<file path="src/rtl/cordic_range_reduce_pkg.sv">
// Shared constants and types for the CORDIC argument range-reduction stage.
// ln2 constants are held in Q16.16 and rescaled to the instance's fraction width.
package cordic_range_reduce_pkg;

   localparam int unsigned RR_WIDTH = 32;
   localparam int unsigned RR_FRAC  = 16;
   localparam int unsigned RR_KW    = 8;

   localparam int unsigned LN2_FRAC   = 16;
   localparam logic [31:0] LN2_Q      = 32'h0000B172;
   localparam logic [31:0] LN2_HALF_Q = 32'h000058B9;

   typedef enum logic [1:0] {
      ST_IDLE = 2'd0,
      ST_ITER = 2'd1,
      ST_FIN  = 2'd2
   } rr_state_e;

   // Rescale a Q16.16 constant to a different fraction width
   function automatic logic [63:0] scale_q(input logic [31:0] c, input int unsigned frac);
      if (frac >= LN2_FRAC)
         return 64'(c) << (frac - LN2_FRAC);
      else
         return 64'(c) >> (LN2_FRAC - frac);
   endfunction

   // Rounding bias: ln2/2 when rounding to nearest, zero when truncating
   function automatic logic [63:0] rr_bias_q(input int unsigned frac, input bit round);
      if (round)
         return scale_q(LN2_HALF_Q, frac);
      else
         return 64'd0;
   endfunction

endpackage

</file>
<file path="src/rtl/cordic_range_reduce_if.sv">
// Handshake/data bundle between the argument source, the range reducer and the CORDIC.
interface cordic_range_reduce_if
   import cordic_range_reduce_pkg::*;
#(
   parameter int unsigned WIDTH = RR_WIDTH,
   parameter int unsigned KW    = RR_KW
);

   logic [WIDTH-1:0] x;
   logic             en;
   logic [WIDTH-1:0] r;
   logic [KW-1:0]    k;
   logic             ovf;
   logic             valid;
   logic             busy;

   modport master (
      output x, en,
      input  r, k, ovf, valid, busy
   );

   modport slave (
      input  x, en,
      output r, k, ovf, valid, busy
   );

endinterface

</file>
<file path="src/rtl/cordic_range_reduce.sv">
// Argument range reduction x = k*ln2 + r ahead of the hyperbolic CORDIC.
// k is found by restoring division of |x| by ln2, one quotient bit per cycle.
// Optional feature macro: CORDIC_RR_ROUND_EN (round to nearest; default truncates).
module cordic_range_reduce
   import cordic_range_reduce_pkg::*;
#(
   parameter int unsigned WIDTH = RR_WIDTH,
   parameter int unsigned FRAC  = RR_FRAC,
   parameter int unsigned KW    = RR_KW
) (
   input  logic                  clk,
   input  logic                  rst,
   cordic_range_reduce_if.slave  rr
);

`ifdef CORDIC_RR_ROUND_EN
   localparam bit ROUND = 1'b1;
`else
   localparam bit ROUND = 1'b0;
`endif

   localparam int unsigned ACCW = WIDTH + 1;
   localparam int unsigned KMW  = KW - 1;
   localparam int unsigned IDXW = $clog2(KW);

   localparam logic [ACCW-1:0] LN2      = ACCW'(scale_q(LN2_Q, FRAC));
   localparam logic [ACCW-1:0] RND_BIAS = ACCW'(rr_bias_q(FRAC, ROUND));
   localparam logic [ACCW-1:0] OVF_LIM  = LN2 << (KW - 1);
   localparam logic [KW-1:0]   KMAX     = {1'b0, {KMW{1'b1}}};

   rr_state_e         state_q, state_d;
   logic [ACCW-1:0]   acc_q, acc_d;
   logic              sign_q, sign_d;
   logic              ovf_q, ovf_d;
   logic [KMW-1:0]    kmag_q, kmag_d;
   logic [IDXW-1:0]   idx_q, idx_d;
   logic [WIDTH-1:0]  r_q, r_d;
   logic [KW-1:0]     k_q, k_d;
   logic              ovf_out_q, ovf_out_d;
   logic              valid_q, valid_d;
   logic              busy_q, busy_d;

   logic [ACCW-1:0]   x_ext;
   logic [ACCW-1:0]   x_abs;
   logic [ACCW-1:0]   acc_init;
   logic [ACCW-1:0]   step;
   logic [WIDTH-1:0]  rmag;
   logic [KW-1:0]     kext;

   // Next-state, datapath step and output formation
   always_comb begin
      state_d   = state_q;
      acc_d     = acc_q;
      sign_d    = sign_q;
      ovf_d     = ovf_q;
      kmag_d    = kmag_q;
      idx_d     = idx_q;
      r_d       = r_q;
      k_d       = k_q;
      ovf_out_d = ovf_out_q;
      valid_d   = 1'b0;
      busy_d    = busy_q;

      // |x| needs one extra bit so the most negative input stays exact
      x_ext    = {rr.x[WIDTH-1], rr.x};
      x_abs    = rr.x[WIDTH-1] ? ACCW'(-x_ext) : x_ext;
      acc_init = x_abs + RND_BIAS;
      step     = LN2 << idx_q;
      // With rounding the remainder may dip below the bias; wraparound yields the signed value
      rmag     = WIDTH'(acc_q - RND_BIAS);
      kext     = {1'b0, kmag_q};

      case (state_q)
         ST_IDLE: begin
            if (rr.en) begin
               sign_d  = rr.x[WIDTH-1];
               acc_d   = acc_init;
               ovf_d   = (acc_init >= OVF_LIM);
               kmag_d  = '0;
               idx_d   = IDXW'(KW - 2);
               busy_d  = 1'b1;
               state_d = ST_ITER;
            end
         end
         ST_ITER: begin
            if (acc_q >= step) begin
               acc_d  = acc_q - step;
               kmag_d = kmag_q | (KMW'(1) << idx_q);
            end
            if (idx_q == '0)
               state_d = ST_FIN;
            else
               idx_d = idx_q - IDXW'(1);
         end
         ST_FIN: begin
            if (ovf_q) begin
               r_d = '0;
               k_d = sign_q ? -KMAX : KMAX;
            end else begin
               r_d = sign_q ? -rmag : rmag;
               k_d = sign_q ? -kext : kext;
            end
            ovf_out_d = ovf_q;
            valid_d   = 1'b1;
            busy_d    = 1'b0;
            state_d   = ST_IDLE;
         end
         default: begin
            state_d = ST_IDLE;
            busy_d  = 1'b0;
         end
      endcase
   end

   // State and datapath registers with synchronous active-low reset
   always_ff @(posedge clk) begin
      if (!rst) begin
         state_q   <= ST_IDLE;
         acc_q     <= '0;
         sign_q    <= 1'b0;
         ovf_q     <= 1'b0;
         kmag_q    <= '0;
         idx_q     <= '0;
         r_q       <= '0;
         k_q       <= '0;
         ovf_out_q <= 1'b0;
         valid_q   <= 1'b0;
         busy_q    <= 1'b0;
      end else begin
         state_q   <= state_d;
         acc_q     <= acc_d;
         sign_q    <= sign_d;
         ovf_q     <= ovf_d;
         kmag_q    <= kmag_d;
         idx_q     <= idx_d;
         r_q       <= r_d;
         k_q       <= k_d;
         ovf_out_q <= ovf_out_d;
         valid_q   <= valid_d;
         busy_q    <= busy_d;
      end
   end

   assign rr.r     = r_q;
   assign rr.k     = k_q;
   assign rr.ovf   = ovf_out_q;
   assign rr.valid = valid_q;
   assign rr.busy  = busy_q;

endmodule

</file>
<file path="src/flat_wrapper.sv">
// flat-port wrapper written by rule: the top's interface ports become plain ports
module cordic_range_reduce_flat import cordic_range_reduce_pkg::*;
#(
   parameter int unsigned WIDTH = RR_WIDTH,
   parameter int unsigned FRAC  = RR_FRAC,
   parameter int unsigned KW    = RR_KW
)
  (clk, rst, rr_x, rr_en, rr_r, rr_k, rr_ovf, rr_valid, rr_busy);
  cordic_range_reduce_if #(.WIDTH(WIDTH), .KW(KW)) rr_i ();
  input  logic clk;
  input  logic rst;
  input wire logic [$bits(rr_i.x)-1:0] rr_x;
  input wire logic [$bits(rr_i.en)-1:0] rr_en;
  output wire logic [$bits(rr_i.r)-1:0] rr_r;
  output wire logic [$bits(rr_i.k)-1:0] rr_k;
  output wire logic [$bits(rr_i.ovf)-1:0] rr_ovf;
  output wire logic [$bits(rr_i.valid)-1:0] rr_valid;
  output wire logic [$bits(rr_i.busy)-1:0] rr_busy;
  assign rr_i.x = rr_x;
  assign rr_i.en = rr_en;
  assign rr_r = rr_i.r;
  assign rr_k = rr_i.k;
  assign rr_ovf = rr_i.ovf;
  assign rr_valid = rr_i.valid;
  assign rr_busy = rr_i.busy;
  cordic_range_reduce #(.WIDTH(WIDTH), .FRAC(FRAC), .KW(KW)) u_core (.clk(clk), .rst(rst), .rr(rr_i));
endmodule
</file>
<file path="config.mk">
export PLATFORM = sky130hd
export DESIGN_NAME = cordic_range_reduce_flat
export DESIGN_NICKNAME = d
export VERILOG_FILES = /design/src/rtl/cordic_range_reduce_pkg.sv /design/src/rtl/cordic_range_reduce_if.sv /design/src/rtl/cordic_range_reduce.sv /design/src/flat_wrapper.sv
export SDC_FILE = /design/constraint.sdc
export NUM_CORES = 1
export LEC_CHECK = 0
export BUFFER_PORTS_ARGS = -buffer_cell sky130_fd_sc_hd__buf_2
export CAP_MARGIN = 20
export CORE_ASPECT_RATIO = 0.6
export CORE_MARGIN = 3
export CORE_UTILIZATION = 60
export DETAILED_ROUTE_END_ITERATION = 6
export GPL_ROUTABILITY_DRIVEN = 0
export HOLD_SLACK_MARGIN = 0.06
export PLACE_DENSITY = 0.82
export SLEW_MARGIN = 30
export SYNTH_ARGS = -nofsm -noshare
export SYNTH_HDL_FRONTEND = slang
export SYNTH_SLANG_ARGS = --single-unit
</file>
<file path="constraint.sdc">
create_clock -name clk -period 5 [get_ports clk]
set_clock_uncertainty 0.15 [all_clocks]
set_input_delay 0 -clock clk [delete_from_list [all_inputs] [get_ports clk]]
set_output_delay 0 -clock clk [all_outputs]
set_load 0.005 [all_outputs]
</file>
==> report_table.html, run 1 <==
<table>
<tr><th>Metric</th><th>Value</th></tr>
<tr><th colspan="2">Power</th></tr>
<tr><td>Highest ir drop seen on vdd</td><td>217 uV</td></tr>
<tr><td>Leakage power figure</td><td>3.16 nW</td></tr>
<tr><td>Power per Cell Area</td><td>406 nW/um^2</td></tr>
<tr><th colspan="2">Global route</th></tr>
<tr><td>Largest net degree at the start of global routing</td><td>59</td></tr>
<tr><td>Overall Global Routing Usage</td><td>33.6%</td></tr>
<tr><td>Via count of the first global-routing pass</td><td>6343</td></tr>
<tr><td>Grt total ovfl</td><td>0</td></tr>
<tr><td>Antenna violations before repair</td><td>0</td></tr>
<tr><td>Wire length of the first global-routing pass</td><td>33600 um</td></tr>
<tr><th colspan="2">Timing</th></tr>
<tr><td>RSZ-0062 raised after global routing</td><td>no</td></tr>
<tr><td>Worst-margin pin slew</td><td>949 ps</td></tr>
<tr><td>Worst Slack Setup Final</td><td>292 ps</td></tr>
<tr><td>Max-slew headroom at the worst pin</td><td>36.7%</td></tr>
<tr><td>Final Hold Fails</td><td>0</td></tr>
<tr><td>Highest attainable clock frequency</td><td>212 MHz</td></tr>
<tr><td>Final critical delay including setup and external delays</td><td>4710 ps</td></tr>
<tr><td>Final Max Tran Viols</td><td>0</td></tr>
<tr><td>Tcrit/Tclk final</td><td>94.2%</td></tr>
<tr><td>Smallest hold slack</td><td>68.7 ps</td></tr>
<tr><td>Final setup violation count</td><td>0</td></tr>
<tr><td>Final setup TNS</td><td>0 ps</td></tr>
<tr><th colspan="2">Logic synthesis</th></tr>
<tr><td>YS warnings</td><td>0</td></tr>
<tr><td>Number of distinct library cell variants in the gate-level netlist after synthesis</td><td>67</td></tr>
<tr><td>Cell types occupying the most area after synthesis</td><td>dfxtp_1 27%, nand2_1 7.1%, a21oi_1 6.1%</td></tr>
<tr><td>Sequential share of the synthesized area</td><td>26.6%</td></tr>
<tr><td>Cells after Synth</td><td>923</td></tr>
<tr><td>Flop and latch count out of synthesis</td><td>90</td></tr>
<tr><td>EDFF count, synth</td><td>0</td></tr>
<tr><td>Leading cell types by count after synthesis</td><td>128 x nand2_1, 90 x dfxtp_1, 83 x a21oi_1, 83 x nor2_1, 79 x o21ai_0</td></tr>
<tr><td>Fraction of registers with async set/reset</td><td>0%</td></tr>
<tr><td>Top flip-flop cell by instance count after synthesis</td><td>dfxtp_1</td></tr>
<tr><td>Leading area contributor after synthesis</td><td>dfxtp_1</td></tr>
<tr><td>Area of the mapped netlist</td><td>6760 sq um</td></tr>
<tr><td>Synthesized net count</td><td>990</td></tr>
<tr><td>Mean cell area of the mapped netlist</td><td>7.33 sq um</td></tr>
<tr><td>Library cell with the highest instance count after synthesis</td><td>nand2_1</td></tr>
<tr><td>Share of the synthesized area in the top cell type</td><td>26.6%</td></tr>
<tr><th colspan="2">Floorplan</th></tr>
<tr><td>Std-Cell Rows</td><td>29</td></tr>
<tr><td>I/O pins</td><td>78</td></tr>
<tr><td>Area of the core region</td><td>10800 sq um</td></tr>
<tr><td>Horiz. Die Dim</td><td>143 um</td></tr>
<tr><td>Area enclosed by the die boundary</td><td>12600 sq um</td></tr>
<tr><td>Die span in y</td><td>88.2 um</td></tr>
<tr><td>Starting density of the core</td><td>62.8%</td></tr>
<tr><th colspan="2">Route</th></tr>
<tr><td>Routed met2 length</td><td>8300 um</td></tr>
<tr><td>DRC Markers</td><td>2</td></tr>
<tr><td>Drt first pass iters</td><td>7</td></tr>
<tr><td>Total Routed Length</td><td>21200 um</td></tr>
<tr><td>Via/cell ratio</td><td>6.48</td></tr>
<tr><td>Vias</td><td>7352</td></tr>
<tr><td>Remaining antenna violation count after routing</td><td>0</td></tr>
<tr><td>DRT met1 WL</td><td>9390 um</td></tr>
<tr><td>Uppermost layer routed</td><td>met4</td></tr>
<tr><td>Average wire length per cell after detail routing</td><td>18.7 um</td></tr>
<tr><td>Detailed route wirelength on metal3</td><td>3220 um</td></tr>
<tr><td>Initial DRC Count</td><td>927</td></tr>
<tr><th colspan="2">Worst setup path</th></tr>
<tr><td>Slowest cell on crit path</td><td>dlygate4sd3_1</td></tr>
<tr><td>Stages on worst setup path</td><td>13</td></tr>
<tr><td>Type of destination of the critical path</td><td>flop</td></tr>
<tr><td>List of cells traversed by the critical path</td><td>inv_1, ha_1, mux2_2, ha_1, nand2_1, or3_1, a211o_1, and3_1, o21ai_2, buf_4, o21ai_0, a31oi_1, dlygate4sd3_1</td></tr>
<tr><td>Slack of the worst reg-to-reg path</td><td>290 ps</td></tr>
<tr><td>CP endpoint</td><td>u_core.acc_q[16]</td></tr>
<tr><td>Req. time, crit path</td><td>5130 ps</td></tr>
<tr><td>CP delay by family, top</td><td>buffers and inverters</td></tr>
<tr><td>Most numerous cell on the critical path</td><td>ha_1</td></tr>
<tr><td>Critical register-to-register path endpoint</td><td>u_core.acc_q[16]</td></tr>
<tr><td>Crit path DAT</td><td>4840 ps</td></tr>
<tr><td>Critical path launch point</td><td>u_core.idx_q[0]</td></tr>
<tr><td>Largest stage delay on the critical path</td><td>600 ps</td></tr>
<tr><td>Startpoint of the most critical register-to-register path</td><td>u_core.idx_q[0]</td></tr>
<tr><td>Worst Path Class, Setup</td><td>reg2reg</td></tr>
<tr><td>Number of buffer and inverter stages on the critical path</td><td>3</td></tr>
<tr><td>Cell count of the worst reg-to-reg path</td><td>13</td></tr>
<tr><td>Critical-path maximum fanout</td><td>14</td></tr>
<tr><td>Launching element type of the critical path</td><td>flop</td></tr>
<tr><th colspan="2">Clock network</th></tr>
<tr><td>TritonCTS clock tree</td><td>done</td></tr>
<tr><td>PostCTS Resize Cnt</td><td>0</td></tr>
<tr><td>CTS root buf</td><td>clkbuf_16</td></tr>
<tr><td>Number of clock sinks</td><td>90</td></tr>
<tr><td>Max Root-Sink Buffers</td><td>2</td></tr>
<tr><td>Clock insertion delay at the later pin of the skew report</td><td>350 ps</td></tr>
<tr><td>Total CTS buffers</td><td>9</td></tr>
<tr><td>Worst-path clk slew</td><td>70 ps</td></tr>
<tr><td># H-tree levels</td><td>3</td></tr>
<tr><th colspan="2">Final layout</th></tr>
<tr><td>Share of cells above drive strength 1</td><td>13.2%</td></tr>
<tr><td>Final standard cell count with taps included and fillers excluded</td><td>1135</td></tr>
<tr><td>Post-synthesis to final-layout area growth</td><td>15.0%</td></tr>
<tr><td>Diode count</td><td>0</td></tr>
<tr><td>Final-stage net count</td><td>1058</td></tr>
<tr><th colspan="2">Placement</th></tr>
<tr><td>Placed instance count</td><td>1094</td></tr>
<tr><td>Count of port buffers added during placement</td><td>77</td></tr>
<tr><td>HPWL after detailed placement</td><td>15600 um</td></tr>
<tr><td>Post-Place Setup Slack</td><td>884 ps</td></tr>
<tr><th colspan="2">Run status</th></tr>
<tr><td>Failing checks</td><td>design-rule violations</td></tr>
<tr><td>Outcome</td><td>finished, violations left</td></tr>
<tr><th colspan="2">Hold path</th></tr>
<tr><td>Min-delay worst type</td><td>in2reg</td></tr>
<tr><th colspan="2">Flow run</th></tr>
<tr><td>Number of max-cap violations</td><td>0</td></tr>
</table>
-- layout by cell type, fill, tap and decap left out, types with 7 or more instances in the layout --
cell type / instances
nand2_1: 128
dfxtp_1: 90
a21oi_1: 83
nor2_1: 82
o21ai_0: 78
buf_2: 77
xnor2_1: 44
xor2_1: 36
ha_1: 32
dlygate4sd3_1: 25
inv_1: 24
nor3_1: 20
a22oi_1: 20
nand3_1: 16
o31ai_1: 15
buf_4: 13
nor4_1: 12
a31oi_1: 12
nor2b_1: 11
or3_1: 11
nand4_1: 11
a211oi_1: 11
nand2b_1: 10
a21o_1: 9
o21a_1: 9
clkbuf_16: 9
o41ai_1: 7
o211ai_1: 7
-- area by class of cell --
cell class	instances	area, sq um
Multi-Input combinational cell	751	4650
Fill cell	872	3000
Sequential cell	90	1800
Timing Repair Buffer	115	733
Clock buffer	10	229
Tap cell	139	174
Clock inverter	6	96.3
Inverter	24	90.1
-- cells by family (layout without fill, tap and decap cells) --
| kind of cell | after synthesis | in the layout | synth area share (%) |
|---|---|---|---|
| AOI/OAI and AO/OA | 298 | 298 | 27.8 |
| DFF | 90 | 90 | 26.6 |
| and+or+nand+nor | 335 | 335 | 23.7 |
| xor gates and xnor gates | 80 | 80 | 10.4 |
| muxes | 6 | 6 | 0.944 |
| buffers and inverters | 82 | 155 | 4.66 |
| adders and majority gates | 32 | 32 | 5.92 |
-- worst min path at each step --
stage               startpoint                to  slack, ps  cells after the start
CTS                   rr_x[28]  u_core.acc_q[28]         60                      5
detailed placement     rr_x[0]   u_core.acc_q[0]        190                      3
global route          rr_x[28]  u_core.acc_q[28]        110                      5
floorplan              rr_x[0]   u_core.acc_q[0]        -10                      2
finish                rr_x[28]  u_core.acc_q[28]         70                      5
global placement       rr_x[0]   u_core.acc_q[0]        180                      3
-- stage by stage --
stage	area (sq um)	util, %	power [mW]
finish	7780	72.2	3.16
global route	7780	72.2	3.31
CTS	7780	72.2	3.08
detailed placement	7200	66.8	2.30
global placement	7200	66.8	2.27
floorplan	6760	-	1.91
-- tightest hold or removal path, stage by stage --
cell,delay (ps)
buf_2,110
xnor2_1,140
nand2_1,60
a21oi_1,130
a31o_2,110
-- power breakdown --
part           switching, mW  internal [mW]
logic                  0.891          0.558
clock network          0.322          0.446
registers              0.151          0.787
-- routing by layer --
metal	vias to the layer above	global-route usage [%]
li1	3475	-
met1	3338	49.2
met2	503	46.3
met3	36	13.1
met4	0	8.02
met5	-	0
-- registers in the layout, indices dropped and copies added, names as in the netlist --
| signal | count |
|---|---|
| u_core.acc_q | 33 |
| u_core.idx_q | 3 |
| u_core.kmag_q | 7 |
| u_core.ovf_q | 1 |
| u_core.rr.busy | 1 |
| u_core.rr.k | 8 |
| u_core.rr.ovf | 1 |
| u_core.rr.r | 32 |
| u_core.rr.valid | 1 |
| u_core.sign_q | 1 |
| u_core.state_q | 2 |
-- what timing repair did --
item                      in CTS  in global routing
hold buffers                  25                  0
hold endpoints to repair      27                  0
buffers inserted               0                  0
No activity file was read; power rests on OpenSTA's default activity.
==> inputs of run 2 (changes only) <==
Settings changed: CORE_UTILIZATION 60 to 35, HOLD_SLACK_MARGIN 0.06 to unset, PLACE_DENSITY 0.82 to unset.
==> run 2 against run 1 <==
Effect of this change: final cell count grew 7.8%; worst setup slack improved by 240 ps; wire length is 5.2% higher; global-route usage down 13 points; maximum frequency grew 5.4%; count of clock-buffer cells in the layout unchanged; critical path type unchanged; the run now ends clean; critical path depth down 1; first-iteration DRC count down 18%.
==> report_table.html, run 2 (same netlist as run 1, synthesis figures left out) <==
<table>
<tr><th>Metric</th><th>Value</th></tr>
<tr><th colspan="2">Global route</th></tr>
<tr><td>Overall Global Routing Usage</td><td>20.9% (was 33.6%)</td></tr>
<tr><td>Largest net degree at the start of global routing</td><td>57 (was 59)</td></tr>
<tr><td>Antenna violations before repair</td><td>0 (unchanged)</td></tr>
<tr><td>Grt total ovfl</td><td>0 (unchanged)</td></tr>
<tr><td>Via count of the first global-routing pass</td><td>6141 (was 6343)</td></tr>
<tr><td>Wire length of the first global-routing pass</td><td>35100 um (was 33600 um)</td></tr>
<tr><th colspan="2">Clock network</th></tr>
<tr><td>CTS root buf</td><td>clkbuf_16 (unchanged)</td></tr>
<tr><td>Total CTS buffers</td><td>9 (unchanged)</td></tr>
<tr><td>Max Root-Sink Buffers</td><td>2 (unchanged)</td></tr>
<tr><td>Worst-path clk slew</td><td>70 ps (about the same)</td></tr>
<tr><td>PostCTS Resize Cnt</td><td>0 (unchanged)</td></tr>
<tr><td>Clock insertion delay at the later pin of the skew report</td><td>350 ps (about the same)</td></tr>
<tr><td># H-tree levels</td><td>3 (unchanged)</td></tr>
<tr><td>Number of clock sinks</td><td>90 (unchanged)</td></tr>
<tr><td>TritonCTS clock tree</td><td>done (unchanged)</td></tr>
<tr><th colspan="2">Worst setup path</th></tr>
<tr><td>Type of destination of the critical path</td><td>flop (unchanged)</td></tr>
<tr><td>Critical-path maximum fanout</td><td>28 (was 14)</td></tr>
<tr><td>Launching element type of the critical path</td><td>flop (unchanged)</td></tr>
<tr><td>Worst Path Class, Setup</td><td>reg2reg (unchanged)</td></tr>
<tr><td>Req. time, crit path</td><td>5140 ps (was 5130 ps)</td></tr>
<tr><td>Crit path DAT</td><td>4610 ps (was 4840 ps)</td></tr>
<tr><th colspan="2">Final layout</th></tr>
<tr><td>Final-stage net count</td><td>1045 (was 1058)</td></tr>
<tr><td>Post-synthesis to final-layout area growth</td><td>14.8% (was 15.0%)</td></tr>
<tr><td>Most common cell after layout, fill and taps aside</td><td>nand2_1 (unchanged)</td></tr>
<tr><td>Diode count</td><td>0 (unchanged)</td></tr>
<tr><td>Number of fill cells in the layout</td><td>1892 (was 872)</td></tr>
<tr><td>Combined area of the multi-input logic cells</td><td>4670 sq um (was 4650 sq um)</td></tr>
<tr><td>Largest register FFs</td><td>33 (unchanged)</td></tr>
<tr><td>Most frequent cells in the layout</td><td>128 x nand2_1, 90 x dfxtp_1, 83 x nor2_1, 83 x a21oi_1, 78 x o21ai_0 (was 128 x nand2_1, 90 x dfxtp_1, 83 x a21oi_1, 82 x nor2_1, 78 x o21ai_0)</td></tr>
<tr><td>Register containing the most flip-flops in the final layout</td><td>u_core.acc_q (unchanged)</td></tr>
<tr><td>Storage cell area</td><td>1800 sq um (unchanged)</td></tr>
<tr><td>Share of cells above drive strength 1</td><td>13.4% (was 13.2%)</td></tr>
<tr><th colspan="2">Power</th></tr>
<tr><td>Pint</td><td>1.69 mW (was 1.79 mW)</td></tr>
<tr><td>Net switching component of the power</td><td>1.38 mW (was 1.36 mW)</td></tr>
<tr><td>Highest ir drop seen on vdd</td><td>175 uV (was 217 uV)</td></tr>
<tr><td>Register share of total power</td><td>31.1% (was 29.7%)</td></tr>
<tr><td>Leakage power figure</td><td>3.08 nW (was 3.16 nW)</td></tr>
<tr><td>Share of total power in combinational logic</td><td>46.6% (was 45.9%)</td></tr>
<tr><td>Net switching share of the total power</td><td>44.9% (was 43.2%)</td></tr>
<tr><td>Power per Cell Area</td><td>395 nW/um^2 (was 406 nW/um^2)</td></tr>
<tr><td>Post-layout total power</td><td>3.07 mW (was 3.16 mW)</td></tr>
<tr><td>Clock power frac</td><td>22.3% (was 24.4%)</td></tr>
<tr><th colspan="2">Flow run</th></tr>
<tr><td>Number of max-cap violations</td><td>0 (unchanged)</td></tr>
<tr><th colspan="2">Timing</th></tr>
<tr><td>Tcrit/Tclk final</td><td>89.3% (was 94.2%)</td></tr>
<tr><td>Worst-margin pin slew</td><td>837 ps (was 949 ps)</td></tr>
<tr><td>RSZ-0062 raised after global routing</td><td>no (unchanged)</td></tr>
<tr><td>Max-slew headroom at the worst pin</td><td>44.1% (was 36.7%)</td></tr>
<tr><td>Final setup violation count</td><td>0 (unchanged)</td></tr>
<tr><td>Final critical delay including setup and external delays</td><td>4460 ps (was 4710 ps)</td></tr>
<tr><td>Final Hold Fails</td><td>0 (unchanged)</td></tr>
<tr><td>Final Max Tran Viols</td><td>0 (unchanged)</td></tr>
<tr><td>Highest attainable clock frequency</td><td>224 MHz (was 212 MHz)</td></tr>
<tr><td>Final setup TNS</td><td>0 ps (unchanged)</td></tr>
<tr><th colspan="2">Floorplan</th></tr>
<tr><td>Area enclosed by the die boundary</td><td>21100 sq um (was 12600 sq um)</td></tr>
<tr><td>I/O pins</td><td>78 (unchanged)</td></tr>
<tr><td>Starting density of the core</td><td>36.6% (was 62.8%)</td></tr>
<tr><td>Die span in y</td><td>114 um (was 88.2 um)</td></tr>
<tr><td>Area of the core region</td><td>18500 sq um (was 10800 sq um)</td></tr>
<tr><td>Horiz. Die Dim</td><td>185 um (was 143 um)</td></tr>
<tr><td>Std-Cell Rows</td><td>38 (was 29)</td></tr>
<tr><th colspan="2">Placement</th></tr>
<tr><td>HPWL after detailed placement</td><td>17100 um (was 15600 um)</td></tr>
<tr><td>Count of port buffers added during placement</td><td>77 (unchanged)</td></tr>
<tr><th colspan="2">Route</th></tr>
<tr><td>Total Routed Length</td><td>22300 um (was 21200 um)</td></tr>
<tr><td>Drt first pass iters</td><td>5 (was 7)</td></tr>
<tr><td>Vias</td><td>7120 (was 7352)</td></tr>
<tr><td>DRC Markers</td><td>0 (was 2)</td></tr>
<tr><td>Via/cell ratio</td><td>5.82 (was 6.48)</td></tr>
<tr><td>Average wire length per cell after detail routing</td><td>18.3 um (was 18.7 um)</td></tr>
<tr><td>Initial DRC Count</td><td>759 (was 927)</td></tr>
<tr><td>Remaining antenna violation count after routing</td><td>0 (unchanged)</td></tr>
<tr><th colspan="2">Hold path</th></tr>
<tr><td>Min-delay worst type</td><td>in2reg (unchanged)</td></tr>
<tr><th colspan="2">Run status</th></tr>
<tr><td>Outcome</td><td>finished, final reports clean (was finished, violations left)</td></tr>
</table>
[run 2: worst max-delay path, stage by stage (launching register included)]
cell and delay (ps):
dfxtp_1 510, inv_1 220, ha_1 400, mux2_2 290, ha_1 370, nand2_1 120
or3_1 360, a211o_1 290, and3_1 220, o21ai_4 610, nand3_1 150, a21oi_1 170
dlygate4sd3_1 540
[run 2: timing repair]
item	CTS	global route
setup endpoints to repair	0	0
hold endpoints to repair	12	0
hold buffers	13	0
setup buffers	0	0
[run 2: final timing paths]
kind,from,to,slack [ps],cells after the start
max,u_core.idx_q[0],u_core.acc_q[31],540,12
min,rr_x[26],u_core.acc_q[26],10,5
max reg2reg,u_core.idx_q[0],u_core.acc_q[31],540,12
min reg2reg,u_core.rr.k[4],u_core.rr.k[4],300,2
[run 2: stage by stage]
step / cells / setup WS, ps / cell area, sq um / utilization, % / hold slack [ps]
floorplan: 923 / 1210 / 6760 / - / -14.0
global placement: 1194 / 897 / 7330 / 39.6 / 191
detailed placement: 1194 / 810 / 7330 / 39.6 / 197
CTS: 1223 / 609 / 7760 / 41.9 / 8.83
global route: 1223 / 312 / 7760 / 42.0 / 53.2
finish: 1223 / 535 / 7760 / 42.0 / 10.0
[run 2: metal layers]
| layer | GRT usage (%) | share of wire (%) | vias up | wire, um |
|---|---|---|---|---|
| met5 | 0 | 0 | - | 0 |
| met3 | 6.31 | 12 | 23 | 2760 |
| met1 | 34.2 | 51 | 3275 | 11300 |
| met4 | 3.30 | 0.81 | 0 | 182 |
| met2 | 26.4 | 36 | 360 | 8100 |
| li1 | - | - | 3462 | - |
[run 2: final cells by class]
class	count	share of cell area, %
repair buffers	102	7.80
multi-input cells	751	60.1
well taps	240	3.87
clock inverters	6	0.741
clock buffers	10	3.08
inverters	24	1.16
flip-flops and latches	90	23.2
[run 2: power groups by stage]
stage               logic [mW]  registers (mW)  clock network, mW
floorplan                 1.04           0.870                  0
global placement          1.37           0.955                  0
detailed placement        1.36           0.956                  0
CTS                       1.38           0.939              0.692
global route              1.57           0.959              0.723
finish                    1.43           0.953              0.685
==> inputs of run 3 (changes only) <==
Settings changed: PLACE_DENSITY set to 0.48.
==> run 3 against run 2 <==
Effect of this change: global-route usage up 1.9 points; sequential cell count unchanged; non-clock buffer count down 1; largest power group unchanged; first-iteration DRC count down 16%; die area unchanged; count of clock-buffer cells in the layout unchanged; largest cell class unchanged.
==> report_table.html, run 3 (same netlist as run 1, synthesis figures left out) <==
<table>
<tr><th>Metric</th><th>Value</th></tr>
<tr><th colspan="2">Global route</th></tr>
<tr><td>Wire length of the first global-routing pass</td><td>37400 um (was 35100 um)</td></tr>
<tr><td>Via count of the first global-routing pass</td><td>6289 (was 6141)</td></tr>
<tr><td>Largest net degree at the start of global routing</td><td>51 (was 57)</td></tr>
<tr><td>Antenna violations before repair</td><td>0 (unchanged)</td></tr>
<tr><td>Grt total ovfl</td><td>0 (unchanged)</td></tr>
<tr><td>Overall Global Routing Usage</td><td>22.8% (was 20.9%)</td></tr>
<tr><th colspan="2">Worst setup path</th></tr>
<tr><td>CP delay by family, top</td><td>compound AO/OA/AOI/OAI gates (unchanged)</td></tr>
<tr><td>List of cells traversed by the critical path</td><td>inv_1, ha_1, mux2_2, ha_1, nand2_1, or3_1, a211o_1, and3_1, o21ai_4, buf_4, mux2i_1, nor2_1 (was inv_1, ha_1, mux2_2, ha_1, nand2_1, or3_1, a211o_1, and3_1, o21ai_4, nand3_1, a21oi_1, dlygate4sd3_1)</td></tr>
<tr><td>Largest stage delay on the critical path</td><td>540 ps (was 610 ps)</td></tr>
<tr><td>Slowest cell on crit path</td><td>o21ai_4 (unchanged)</td></tr>
<tr><td>Crit path DAT</td><td>4360 ps (was 4610 ps)</td></tr>
<tr><td>Critical-path maximum fanout</td><td>23 (was 28)</td></tr>
<tr><td>Type of destination of the critical path</td><td>flop (unchanged)</td></tr>
<tr><td>Cell count of the worst reg-to-reg path</td><td>12 (unchanged)</td></tr>
<tr><td>Number of buffer and inverter stages on the critical path</td><td>2 (unchanged)</td></tr>
<tr><td>Slack of the worst reg-to-reg path</td><td>710 ps (was 540 ps)</td></tr>
<tr><td>Critical register-to-register path endpoint</td><td>u_core.acc_q[3] (was u_core.acc_q[31])</td></tr>
<tr><td>Req. time, crit path</td><td>5070 ps (was 5140 ps)</td></tr>
<tr><td>Worst Path Class, Setup</td><td>reg2reg (unchanged)</td></tr>
<tr><td>Startpoint of the most critical register-to-register path</td><td>u_core.idx_q[0] (unchanged)</td></tr>
<tr><td>Most numerous cell on the critical path</td><td>ha_1 (unchanged)</td></tr>
<tr><td>Launching element type of the critical path</td><td>flop (unchanged)</td></tr>
<tr><th colspan="2">Final layout</th></tr>
<tr><td>Util after Layout</td><td>42.0% (about the same)</td></tr>
<tr><td>Final-stage net count</td><td>1044 (was 1045)</td></tr>
<tr><td>Diode count</td><td>0 (unchanged)</td></tr>
<tr><td>Most frequent cells in the layout</td><td>128 x nand2_1, 90 x dfxtp_1, 83 x nor2_1, 83 x a21oi_1, 78 x o21ai_0 (unchanged)</td></tr>
<tr><td>Register containing the most flip-flops in the final layout</td><td>u_core.acc_q (unchanged)</td></tr>
<tr><td>Post-synthesis to final-layout area growth</td><td>14.9% (was 14.8%)</td></tr>
<tr><td>Share of cells above drive strength 1</td><td>13.2% (was 13.4%)</td></tr>
<tr><td>Most common cell after layout, fill and taps aside</td><td>nand2_1 (unchanged)</td></tr>
<tr><td>Largest register FFs</td><td>33 (unchanged)</td></tr>
<tr><th colspan="2">Clock network</th></tr>
<tr><td>Max Root-Sink Buffers</td><td>2 (unchanged)</td></tr>
<tr><td>Number of clock sinks</td><td>90 (unchanged)</td></tr>
<tr><td>Worst-path clk slew</td><td>70 ps (about the same)</td></tr>
<tr><td>Buffer count from post-CTS setup fixing</td><td>0 (unchanged)</td></tr>
<tr><td>CTS root buf</td><td>clkbuf_16 (unchanged)</td></tr>
<tr><td>Clock insertion delay at the later pin of the skew report</td><td>360 ps (was 350 ps)</td></tr>
<tr><td># H-tree levels</td><td>3 (unchanged)</td></tr>
<tr><td>Total CTS buffers</td><td>9 (unchanged)</td></tr>
<tr><td>TritonCTS clock tree</td><td>done (unchanged)</td></tr>
<tr><th colspan="2">Power</th></tr>
<tr><td>Share of total power in combinational logic</td><td>45.6% (was 46.6%)</td></tr>
<tr><td>Clock power frac</td><td>24.5% (was 22.3%)</td></tr>
<tr><td>Post-layout total power</td><td>3.17 mW (was 3.07 mW)</td></tr>
<tr><td>Net switching share of the total power</td><td>43.9% (was 44.9%)</td></tr>
<tr><td>Register share of total power</td><td>29.9% (was 31.1%)</td></tr>
<tr><td>Pint</td><td>1.78 mW (was 1.69 mW)</td></tr>
<tr><td>Net switching component of the power</td><td>1.39 mW (was 1.38 mW)</td></tr>
<tr><td>Highest ir drop seen on vdd</td><td>188 uV (was 175 uV)</td></tr>
<tr><td>Leakage power figure</td><td>3.09 nW (was 3.08 nW)</td></tr>
<tr><td>Power per Cell Area</td><td>408 nW/um^2 (was 395 nW/um^2)</td></tr>
<tr><th colspan="2">Placement</th></tr>
<tr><td>Post-Place Setup Slack</td><td>809 ps (was 810 ps)</td></tr>
<tr><td>HPWL after detailed placement</td><td>17900 um (was 17100 um)</td></tr>
<tr><td>Count of port buffers added during placement</td><td>77 (unchanged)</td></tr>
<tr><th colspan="2">Timing</th></tr>
<tr><td>Final setup violation count</td><td>0 (unchanged)</td></tr>
<tr><td>Highest attainable clock frequency</td><td>233 MHz (was 224 MHz)</td></tr>
<tr><td>Final Hold Fails</td><td>0 (unchanged)</td></tr>
<tr><td>Smallest hold slack</td><td>13.2 ps (was 10.0 ps)</td></tr>
<tr><td>Worst Slack Setup Final</td><td>712 ps (was 535 ps)</td></tr>
<tr><td>RSZ-0062 raised after global routing</td><td>no (unchanged)</td></tr>
<tr><td>Final setup TNS</td><td>0 ps (unchanged)</td></tr>
<tr><td>Final critical delay including setup and external delays</td><td>4290 ps (was 4460 ps)</td></tr>
<tr><td>Final Max Tran Viols</td><td>0 (unchanged)</td></tr>
<tr><td>Worst-margin pin slew</td><td>850 ps (was 837 ps)</td></tr>
<tr><td>Max-slew headroom at the worst pin</td><td>43.2% (was 44.1%)</td></tr>
<tr><td>Tcrit/Tclk final</td><td>85.8% (was 89.3%)</td></tr>
<tr><th colspan="2">Floorplan</th></tr>
<tr><td>Horiz. Die Dim</td><td>185 um (unchanged)</td></tr>
<tr><td>Area of the core region</td><td>18500 sq um (unchanged)</td></tr>
<tr><td>Die span in y</td><td>114 um (unchanged)</td></tr>
<tr><td>Starting density of the core</td><td>36.6% (unchanged)</td></tr>
<tr><td>I/O pins</td><td>78 (unchanged)</td></tr>
<tr><td>Area enclosed by the die boundary</td><td>21100 sq um (unchanged)</td></tr>
<tr><td>Std-Cell Rows</td><td>38 (unchanged)</td></tr>
<tr><th colspan="2">Route</th></tr>
<tr><td>Initial DRC Count</td><td>638 (was 759)</td></tr>
<tr><td>Total Routed Length</td><td>23600 um (was 22300 um)</td></tr>
<tr><td>Remaining antenna violation count after routing</td><td>0 (unchanged)</td></tr>
<tr><td>Average wire length per cell after detail routing</td><td>19.3 um (was 18.3 um)</td></tr>
<tr><td>Via/cell ratio</td><td>5.66 (was 5.82)</td></tr>
<tr><td>DRC Markers</td><td>0 (unchanged)</td></tr>
<tr><td>Vias</td><td>6911 (was 7120)</td></tr>
<tr><td>Drt first pass iters</td><td>5 (unchanged)</td></tr>
<tr><th colspan="2">Hold path</th></tr>
<tr><td>Min-delay worst type</td><td>in2reg (unchanged)</td></tr>
<tr><td>Hold path depth</td><td>4 (was 5)</td></tr>
<tr><td>Hold Path End</td><td>u_core.acc_q[4] (was u_core.acc_q[26])</td></tr>
<tr><td>Worst hold path startpoint</td><td>rr_x[4] (was rr_x[26])</td></tr>
<tr><th colspan="2">Flow run</th></tr>
<tr><td>Number of max-cap violations</td><td>0 (unchanged)</td></tr>
<tr><th colspan="2">Run status</th></tr>
<tr><td>Outcome</td><td>finished, final reports clean (unchanged)</td></tr>
</table>
run 3: per-stage QoR:
stage          instances  instance area, sq um
2_1_floorplan        923                  6760
3_3_place_gp        1195                  7330
3_5_place_dp        1195                  7330
4_1_cts             1222                  7770
5_1_grt             1222                  7770
6_report            1222                  7770
run 3: metal layers:
metal	track usage, %	vias to the layer above	wire (um)
met3	6.56	16	2240
met4	3.65	0	193
met2	28.4	258	8370
met5	0	-	0
met1	37.7	3192	12800
li1	-	3445	-
run 3: layout make-up:
cell class	instances	area [sq um]
Fill cell	1936	10700
Timing Repair Buffer	101	593
Clock buffer	10	229
Multi-Input combinational cell	751	4660
Inverter	24	90.1
Tap cell	240	300
Clock inverter	6	96.3
Sequential cell	90	1800
run 3: worst register-to-register path: stages, from the launching register on:
cell and delay (ps):
dfxtp_1 530, inv_1 220, ha_1 410, mux2_2 310, ha_1 370, nand2_1 130, or3_1 360, a211o_1 280
and3_1 210, o21ai_4 540, buf_4 370, mux2i_1 220, nor2_1 50
run 3: how the worst max path moves through the flow:
stage / startpoint / endpoint / slack (ps) / cells after the start
6_report: u_core.idx_q[0] / u_core.acc_q[3] / 710 / 12
5_1_grt: u_core.idx_q[0] / u_core.acc_q[2] / 450 / 12
4_1_cts: u_core.idx_q[0] / u_core.acc_q[3] / 790 / 12
3_5_place_dp: u_core.idx_q[0] / u_core.acc_q[3] / 810 / 12
3_3_place_gp: u_core.idx_q[0] / u_core.acc_q[3] / 900 / 12
2_1_floorplan: u_core.idx_q[2] / u_core.acc_q[29] / 1210 / 13
run 3: power groups by stage:
stage               registers [mW]  clock network, mW  logic (mW)
floorplan                    0.870                  0        1.04
global placement             0.959                  0        1.41
detailed placement           0.956                  0        1.39
CTS                          0.939              0.793        1.41
global route                 0.958              0.819        1.60
finish                       0.949              0.776        1.44
run 3: repair_timing:
item	in CTS	in global routing
hold endpoints to repair	18	0
endpoints found under the setup margin	0	0
hold buffers	11	0
resized for setup	0	0
